### src/rtl/ysyx_23060184_pkg.sv
// Shared types and constants for the write-back unit.
// The load-timeout limit applies only when YSYX_23060184_WB_TIMEOUT_EN is defined.
package ysyx_23060184_pkg;

  typedef enum logic [1:0] {
    ST_IDLE      = 2'd0,
    ST_WAIT_LOAD = 2'd1,
    ST_COMMIT    = 2'd2
  } wbu_state_e;

  localparam logic [2:0] F3_LB  = 3'b000;
  localparam logic [2:0] F3_LH  = 3'b001;
  localparam logic [2:0] F3_LW  = 3'b010;
  localparam logic [2:0] F3_LBU = 3'b100;
  localparam logic [2:0] F3_LHU = 3'b101;

  localparam int unsigned WB_TIMEOUT_WIDTH = 16;
  localparam logic [WB_TIMEOUT_WIDTH-1:0] WB_TIMEOUT_LIMIT = 16'hFFFF;

endpackage

### src/rtl/ysyx_23060184_wbu_loadext.sv
// Combinational load extender: selects a byte or halfword from the aligned word
// and sign- or zero-extends it according to funct3.
module ysyx_23060184_LoadExt
  import ysyx_23060184_pkg::*;
#(
  parameter int unsigned DATA_WIDTH = 32
) (
  input  logic [2:0]            funct3,
  input  logic [1:0]            offset,
  input  logic [DATA_WIDTH-1:0] word,
  output logic [DATA_WIDTH-1:0] ext
);

  logic [7:0]  byte_sel;
  logic [15:0] half_sel;

  always_comb begin
    byte_sel = word[7:0];
    case (offset)
      2'd0:    byte_sel = word[7:0];
      2'd1:    byte_sel = word[15:8];
      2'd2:    byte_sel = word[23:16];
      default: byte_sel = word[31:24];
    endcase
    half_sel = offset[1] ? word[31:16] : word[15:0];
  end

  // Unknown funct3 encodings fall back to a full-word load.
  always_comb begin
    ext = word;
    case (funct3)
      F3_LB:   ext = {{(DATA_WIDTH-8){byte_sel[7]}}, byte_sel};
      F3_LH:   ext = {{(DATA_WIDTH-16){half_sel[15]}}, half_sel};
      F3_LBU:  ext = {{(DATA_WIDTH-8){1'b0}}, byte_sel};
      F3_LHU:  ext = {{(DATA_WIDTH-16){1'b0}}, half_sel};
      default: ext = word;
    endcase
  end

endmodule

### src/rtl/ysyx_23060184_wbu.sv
// Write-back unit: accepts ALU results or loads from execute, waits for load data,
// and retires one register-file write. YSYX_23060184_WB_TIMEOUT_EN adds a load timeout and wb_err.
module ysyx_23060184_wbu
  import ysyx_23060184_pkg::*;
#(
  parameter int unsigned ADDR_WIDTH = 5,
  parameter int unsigned DATA_WIDTH = 32
) (
  input  logic                  clk,
  input  logic                  rst,
  input  logic                  exu_valid,
  output logic                  exu_ready,
  input  logic [ADDR_WIDTH-1:0] exu_rd,
  input  logic [DATA_WIDTH-1:0] exu_result,
  input  logic                  exu_is_load,
  input  logic [2:0]            exu_funct3,
  input  logic                  lsu_rvalid,
  input  logic [DATA_WIDTH-1:0] lsu_rdata,
  output logic                  rf_wen,
  output logic [ADDR_WIDTH-1:0] rf_waddr,
  output logic [DATA_WIDTH-1:0] rf_wdata,
  output logic                  wb_done,
  output logic                  pend_valid,
  output logic [ADDR_WIDTH-1:0] pend_rd
`ifdef YSYX_23060184_WB_TIMEOUT_EN
  ,
  output logic                  wb_err
`endif
);

  wbu_state_e            state_q, state_nxt;
  logic [ADDR_WIDTH-1:0] rd_q, rd_nxt;
  logic [DATA_WIDTH-1:0] data_q, data_nxt;
  logic [2:0]            f3_q, f3_nxt;
  logic [1:0]            off_q, off_nxt;
  logic [DATA_WIDTH-1:0] load_ext;
  logic                  ready_nxt, wen_nxt, done_nxt, pend_nxt;
`ifdef YSYX_23060184_WB_TIMEOUT_EN
  logic [WB_TIMEOUT_WIDTH-1:0] cnt_q, cnt_nxt;
  logic                        err_q, err_nxt;
`endif

  ysyx_23060184_LoadExt #(
    .DATA_WIDTH (DATA_WIDTH)
  ) u_loadext (
    .funct3 (f3_q),
    .offset (off_q),
    .word   (lsu_rdata),
    .ext    (load_ext)
  );

  // Next state, latched payload and the registered outputs derived from the next state.
  always_comb begin
    state_nxt = state_q;
    rd_nxt    = rd_q;
    data_nxt  = data_q;
    f3_nxt    = f3_q;
    off_nxt   = off_q;
`ifdef YSYX_23060184_WB_TIMEOUT_EN
    cnt_nxt   = cnt_q;
    err_nxt   = err_q;
`endif
    case (state_q)
      ST_IDLE: begin
        if (exu_valid && exu_ready) begin
          rd_nxt    = exu_rd;
          data_nxt  = exu_result;
          f3_nxt    = exu_funct3;
          off_nxt   = exu_result[1:0];
          state_nxt = exu_is_load ? ST_WAIT_LOAD : ST_COMMIT;
`ifdef YSYX_23060184_WB_TIMEOUT_EN
          cnt_nxt   = '0;
`endif
        end
      end
      ST_WAIT_LOAD: begin
        if (lsu_rvalid) begin
          data_nxt  = load_ext;
          state_nxt = ST_COMMIT;
        end
`ifdef YSYX_23060184_WB_TIMEOUT_EN
        else if (cnt_q == WB_TIMEOUT_LIMIT) begin
          err_nxt   = 1'b1;
          state_nxt = ST_IDLE;
        end else begin
          cnt_nxt = cnt_q + 1'b1;
        end
`endif
      end
      ST_COMMIT: state_nxt = ST_IDLE;
      default:   state_nxt = ST_IDLE;
    endcase

    ready_nxt = (state_nxt == ST_IDLE);
    done_nxt  = (state_nxt == ST_COMMIT);
    wen_nxt   = (state_nxt == ST_COMMIT) && (rd_nxt != '0);
    pend_nxt  = (state_nxt == ST_WAIT_LOAD) || wen_nxt;
  end

  always_ff @(posedge clk) begin
    if (rst) begin
      state_q    <= ST_IDLE;
      rd_q       <= '0;
      data_q     <= '0;
      f3_q       <= '0;
      off_q      <= '0;
      exu_ready  <= 1'b1;
      rf_wen     <= 1'b0;
      wb_done    <= 1'b0;
      pend_valid <= 1'b0;
`ifdef YSYX_23060184_WB_TIMEOUT_EN
      cnt_q      <= '0;
      err_q      <= 1'b0;
`endif
    end else begin
      state_q    <= state_nxt;
      rd_q       <= rd_nxt;
      data_q     <= data_nxt;
      f3_q       <= f3_nxt;
      off_q      <= off_nxt;
      exu_ready  <= ready_nxt;
      rf_wen     <= wen_nxt;
      wb_done    <= done_nxt;
      pend_valid <= pend_nxt;
`ifdef YSYX_23060184_WB_TIMEOUT_EN
      cnt_q      <= cnt_nxt;
      err_q      <= err_nxt;
`endif
    end
  end

  assign rf_waddr = rd_q;
  assign rf_wdata = data_q;
  assign pend_rd  = rd_q;
`ifdef YSYX_23060184_WB_TIMEOUT_EN
  assign wb_err   = err_q;
`endif

endmodule

### config.mk
export PLATFORM = sky130hd
export DESIGN_NAME = ysyx_23060184_wbu
export DESIGN_NICKNAME = d
export VERILOG_FILES = /design/src/rtl/ysyx_23060184_pkg.sv /design/src/rtl/ysyx_23060184_wbu_loadext.sv /design/src/rtl/ysyx_23060184_wbu.sv
export SDC_FILE = /design/constraint.sdc
export NUM_CORES = 1
export LEC_CHECK = 0
export CAP_MARGIN = 10
export CORE_MARGIN = 5
export CORE_UTILIZATION = 38
export CTS_BUF_LIST = sky130_fd_sc_hd__clkbuf_16
export DETAILED_ROUTE_END_ITERATION = 16
export HOLD_SLACK_MARGIN = 0.03
export PLACE_DENSITY_LB_ADDON = 0.1
export SKIP_CTS_REPAIR_TIMING = 1
export SKIP_LAST_GASP = 1
export SLEW_MARGIN = 40
export SYNTH_ARGS = -nofsm -noshare
export SYNTH_HDL_FRONTEND = slang
export SYNTH_SLANG_ARGS = --single-unit
export TNS_END_PERCENT = 100
### constraint.sdc
create_clock -name clk -period 2 [get_ports clk]
set_clock_uncertainty 0.15 [all_clocks]
set_input_delay 0.6 -clock clk [delete_from_list [all_inputs] [get_ports clk]]
set_output_delay 0.6 -clock clk [all_outputs]
set_load 0.02 [all_outputs]
After elaboration in Yosys (flattened, before gate mapping)
Cells that the tools add are included.
{ "op_classes": {"muxes": 12, "n_eq_ne": 10, "n_reduce_logical": 11} }
{ "ops": {"columns": ["operator", "n"], "rows": [
  ["$pmux W32 S4", 1],
  ["$mux W32", 2],
  ["$pmux W32 S2", 1],
  ["$pmux W8 S3", 1],
  ["$mux W16", 1],
  ["$mux W5", 2],
  ["$eq A2 B1 Y1 const B", 3],
  ["$eq A3 B3 Y1 const B", 2],
  ["$logic_not A2 Y1", 3],
  ["$mux W2", 3],
  ["$reduce_bool A5 Y1", 1],
  ["$eq A2 B2 Y1 const B", 2],
  ["$ne A2 B2 Y1 const B", 2],
  ["$pmux W2 S2", 1],
  ["$eq A3 B1 Y1 const B", 1],
  ["$logic_not A3 Y1", 1],
  ["$reduce_and A3 Y1", 1],
  ["$logic_and A1 B1 Y1", 2],
  ["$reduce_and A2 Y1", 1],
  ["$reduce_bool A2 Y1", 1],
  ["$logic_or A1 B1 Y1", 1]
]} }
{ "word_totals": {"in_bits": 77, "output_inout_bits": 46, "reg_bits": 48} }

Depth between registers and ports, before layout
{ "depth": {"ltp_word": 6, "depth_mapped": 7, "mapped_depth_nobuf": 5} }

Modules after synthesis
A second synthesis with hierarchy kept.
{ "hier_totals": {"hier_cells": 348, "hier_area_um2": 3016.6} }
{ "by_module_without_submodules": {"columns": ["module", "n_inst", "area_per_inst_um2", "cells_each"], "rows": [
  ["ysyx_23060184_wbu", 1, 2293.4, 217],
  ["ysyx_23060184_LoadExt", 1, 723.2, 131]
]} }

Least setup slack after synthesis
OpenSTA, ideal clock, no wires.
{ "synth_path": {"kind": "input to register", "from": "in lsu_rdata[15]", "to": "reg data_q[21] (netlist: rf_wdata[21])", "path_stages": 6, "slack_ps": -114, "t_arrival_ps": 1877, "setup_ps": 86, "cell_sequence": "a211oi_1 a2111o_1 a2111oi_4 nor2_2 buf_6 a221oi_2"} }
{ "synth_between": {"elab_chain_len": 4} }
{ "synth_rtl": {"columns": ["element", "line", "source"], "rows": [
  ["start, declared", "ysyx_23060184_wbu.sv:18", "input logic [DATA_WIDTH-1:0] lsu_rdata,"],
  ["$pmux W8 S3 / $mux W16 (equally long branches)", "ysyx_23060184_wbu_loadext.sv:19, ysyx_23060184_wbu_loadext.sv:25", null],
  ["$pmux W32 S4 (*)", "ysyx_23060184_wbu_loadext.sv:31", "case (funct3)"],
  ["$mux W32 (*)", "ysyx_23060184_wbu.sv:77", "if (lsu_rvalid) begin"],
  ["$pmux W32 S2 (*)", "ysyx_23060184_wbu.sv:63", "case (state_q)"],
  ["end signal, assigned", "ysyx_23060184_wbu.sv:118", "data_q <= data_nxt;"],
  ["end, declared", "ysyx_23060184_wbu.sv:33", "logic [DATA_WIDTH-1:0] data_q, data_nxt;"]
]} }
Every way passes the cells marked *; elsewhere a longest branch is shown, timed or not. The select of a mux whose other input is x is not followed.
A chain may end at the register's enable or synchronous reset.

Worst setup path after layout
{ "layout_path": {"from": "reg off_q[1]", "to": "reg data_q[19] (netlist: rf_wdata[19])"} }
{ "layout_between": {"elab_chain_len": 5} }
{ "layout_rtl": {"columns": ["element", "line", "source"], "rows": [
  ["start, declared", "ysyx_23060184_wbu.sv:35", "logic [1:0] off_q, off_nxt;"],
  ["start signal, assigned", "ysyx_23060184_wbu.sv:120", "off_q <= off_nxt;"],
  ["$eq A2 B2 Y1, or another cell as far along", "ysyx_23060184_wbu_loadext.sv:19", "case (offset)"],
  ["$pmux W8 S3", "ysyx_23060184_wbu_loadext.sv:19", null],
  ["$pmux W32 S4 (*)", "ysyx_23060184_wbu_loadext.sv:31", null],
  ["$mux W32 (*)", "ysyx_23060184_wbu.sv:77", null],
  ["$pmux W32 S2 (*)", "ysyx_23060184_wbu.sv:63", null]
]} }
Marks and branches as above.

==> metrics <==
failing checks=setup timing; CTS tree=built; residual DRC count=0; Root Buffer=clkbuf_16; layout cell share with drive strength beyond 1=17.7%; P&R area growth vs syn=73.8%; critical path fanouts, max=8; Die X=95.2 um; Net count, final=563; Worst-Skew Late Latency=290 ps; RePlAce Congestion=0.827; Ant. Diodes=0; Synth Register Bits=48; DR iter-0 viols=201; Total GRT Usage=21.5%; max-slew violation count=0; Avg Cell Area, Syn=7.91 um^2; Overflow after GRT=0; Setup Viol. Count Final=16; ANT nets after route=0; io pins=123; headroom to the max-slew limit=72.7%; Die ar.=9060 um^2; post-route minimum period=2120 ps; multi-input logic area=1720 um^2; CORE AREA=7180 um^2; CTS buffer count=5; TritonCTS sink count=48; setup TNS=-1370 ps; Max Clock Freq=0.471 GHz; status=finished with violations; die height=95.2 um; fillers=574; clock-pin slew on the worst setup and hold paths=70 ps; Critical Path RT=2050 ps; Post-Syn Area=2760 um^2; Hold WS=314 ps; final wirelength=10500 um; Pleak=2.38 nW; first-pass GRT wire length=15400 um; H-tree depth=2; placed wire-length estimate=7240 um; fin crit share=106%; Cells after Synth=349; Hold Path Class=reg2reg; maxcap violations=0; register area=965 um^2; critical path class=reg2reg; vias=3257; synth unique cells=33; Ys Warns=0; Starting Density=38.4%; worst-margin pin slew=406 ps; RSZ-0062 raised after global routing=yes; largest net degree at the start of global routing=48; Final Hold Viols=0; drt pass-1 iters=5; maximum vdd drop=0.361 mV; Mapped Nets=426; vias in the first global route=2996; I/O Buffers=122; Critical Path Start Type=register; Via density=5.56; sequential element share of the synthesized area=34.8%; critical path endpoint category=register; initial antenna violation count=0; DR WL/cell=17.9 um; worst slack, placed=-762 ps; CTS max path bufs=2; row cnt=31; Arr. time, crit path=2170 ps; pwr/cell area=672 nW/um^2; worst setup margin=-123 ps
Yosys cell counts:
library cell	count	area, um^2
a2111o_1	1	11.3
mux2i_1	15	150
and2_1	1	6.26
nand2b_1	1	6.26
inv_1	8	30.0
a21boi_2	1	11.3
o21ai_0	22	110
a221oi_1	20	175
a31oi_1	1	6.26
inv_2	1	3.75
nor2_1	37	139
nand4bb_1	1	11.3
nor2_2	1	6.26
o211ai_1	8	60.1
buf_6	2	22.5
or3_1	1	6.26
nor3_1	3	15.0
a211oi_1	8	60.1
dfxtp_1	48	961
nor2b_1	5	31.3
a311oi_1	3	26.3
a221oi_2	10	150
buf_4	5	37.5
clkbuf_1	27	101
buf_2	1	5.00
a21oi_1	37	185
nand2_1	47	176
a22oi_1	16	120
nand3b_1	7	52.6
a2111oi_4	1	27.5
o21ai_1	4	20.0
or4_1	3	22.5
buf_1	3	11.3
through the flow:
stage                     power, mW  cell area [um^2]  cells  utilization [%]
final                          3.22              4790    586             66.8
after global routing           3.37              4790    586             66.8
after CTS                      3.07              4360    572             60.8
after global placement         2.20              4200    564             58.6
after detailed placement       2.22              4210    564             58.7
after floorplan                1.69              2760    349                -
cell type report:
| class | instances | share of cell area (%) |
|---|---|---|
| clock buffers | 5 | 2.61 |
| clock inverters | 3 | 0.496 |
| inverters | 9 | 0.705 |
| multi-input cells | 255 | 35.8 |
| flip-flops and latches | 48 | 20.1 |
| well taps | 99 | 2.58 |
| repair buffers | 167 | 37.7 |
power breakdown:
| group | total, mW | internal (mW) | switching, mW |
|---|---|---|---|
| Sequential | 1.11 | 1.05 | 0.0578 |
| Clock | 0.854 | 0.466 | 0.389 |
| Combinational | 1.26 | 0.624 | 0.635 |
| Total | 3.22 | 2.14 | 1.08 |
layout by cell type (no fill, tap or decap), types with 7 or more instances in the layout:
cell type,count
a211oi_1,8
a21oi_1,37
a221oi_1,11
a221oi_2,18
a22oi_1,16
buf_12,8
buf_4,29
clkdlybuf4s50_1,75
dfxtp_1,47
dlymetal6s2s_1,45
inv_1,8
mux2i_1,15
nand2_1,46
nand3b_1,7
nor2_1,37
o211ai_1,8
o21ai_0,22
worst max-delay path, stage by stage (launching register included):
cell	delay, ps
dfxtp_4	360
buf_6	110
a2111o_1	480
a2111oi_4	370
buf_4	200
nor2_4	90
a221oi_1	260
worst paths after layout:
path                      from  slack, ps           end  cells after the start
setup / recovery      off_q[1]       -120  rf_wdata[19]                      6
hold / removal    rf_wdata[23]        310  rf_wdata[23]                      2
setup reg to reg      off_q[1]       -120  rf_wdata[19]                      6
hold reg to reg   rf_wdata[23]        310  rf_wdata[23]                      2
sequential cells by signal, indices dropped and copies added, names as in the netlist:
signal      cells
off_q           2
rf_wen          1
rf_wdata       32
state_q         2
pend_rd         5
exu_ready       1
pend_valid      1
wb_done         1
f3_q            3
per-layer routing:
layer | vias up | part of all wire [%] | routed length [um] | GRT usage (%)
li1 | 1549 | - | - | -
met5 | - | 0 | 0 | 0
met3 | 13 | 7.9 | 829 | 4.89
met2 | 156 | 48 | 5000 | 34.3
met1 | 1539 | 43 | 4480 | 29.2
met4 | 0 | 1.8 | 188 | 5.77
cells by family (layout without fill, tap and decap cells):
| group | after synthesis | count (layout) | share of synthesized area (%) |
|---|---|---|---|
| compound gates | 132 | 132 | 34.9 |
| simple gates | 107 | 108 | 17.1 |
| flops | 48 | 48 | 34.8 |
| buf+inv | 47 | 184 | 7.66 |
| mux | 15 | 15 | 5.44 |
(Power assumes the default switching activity.)
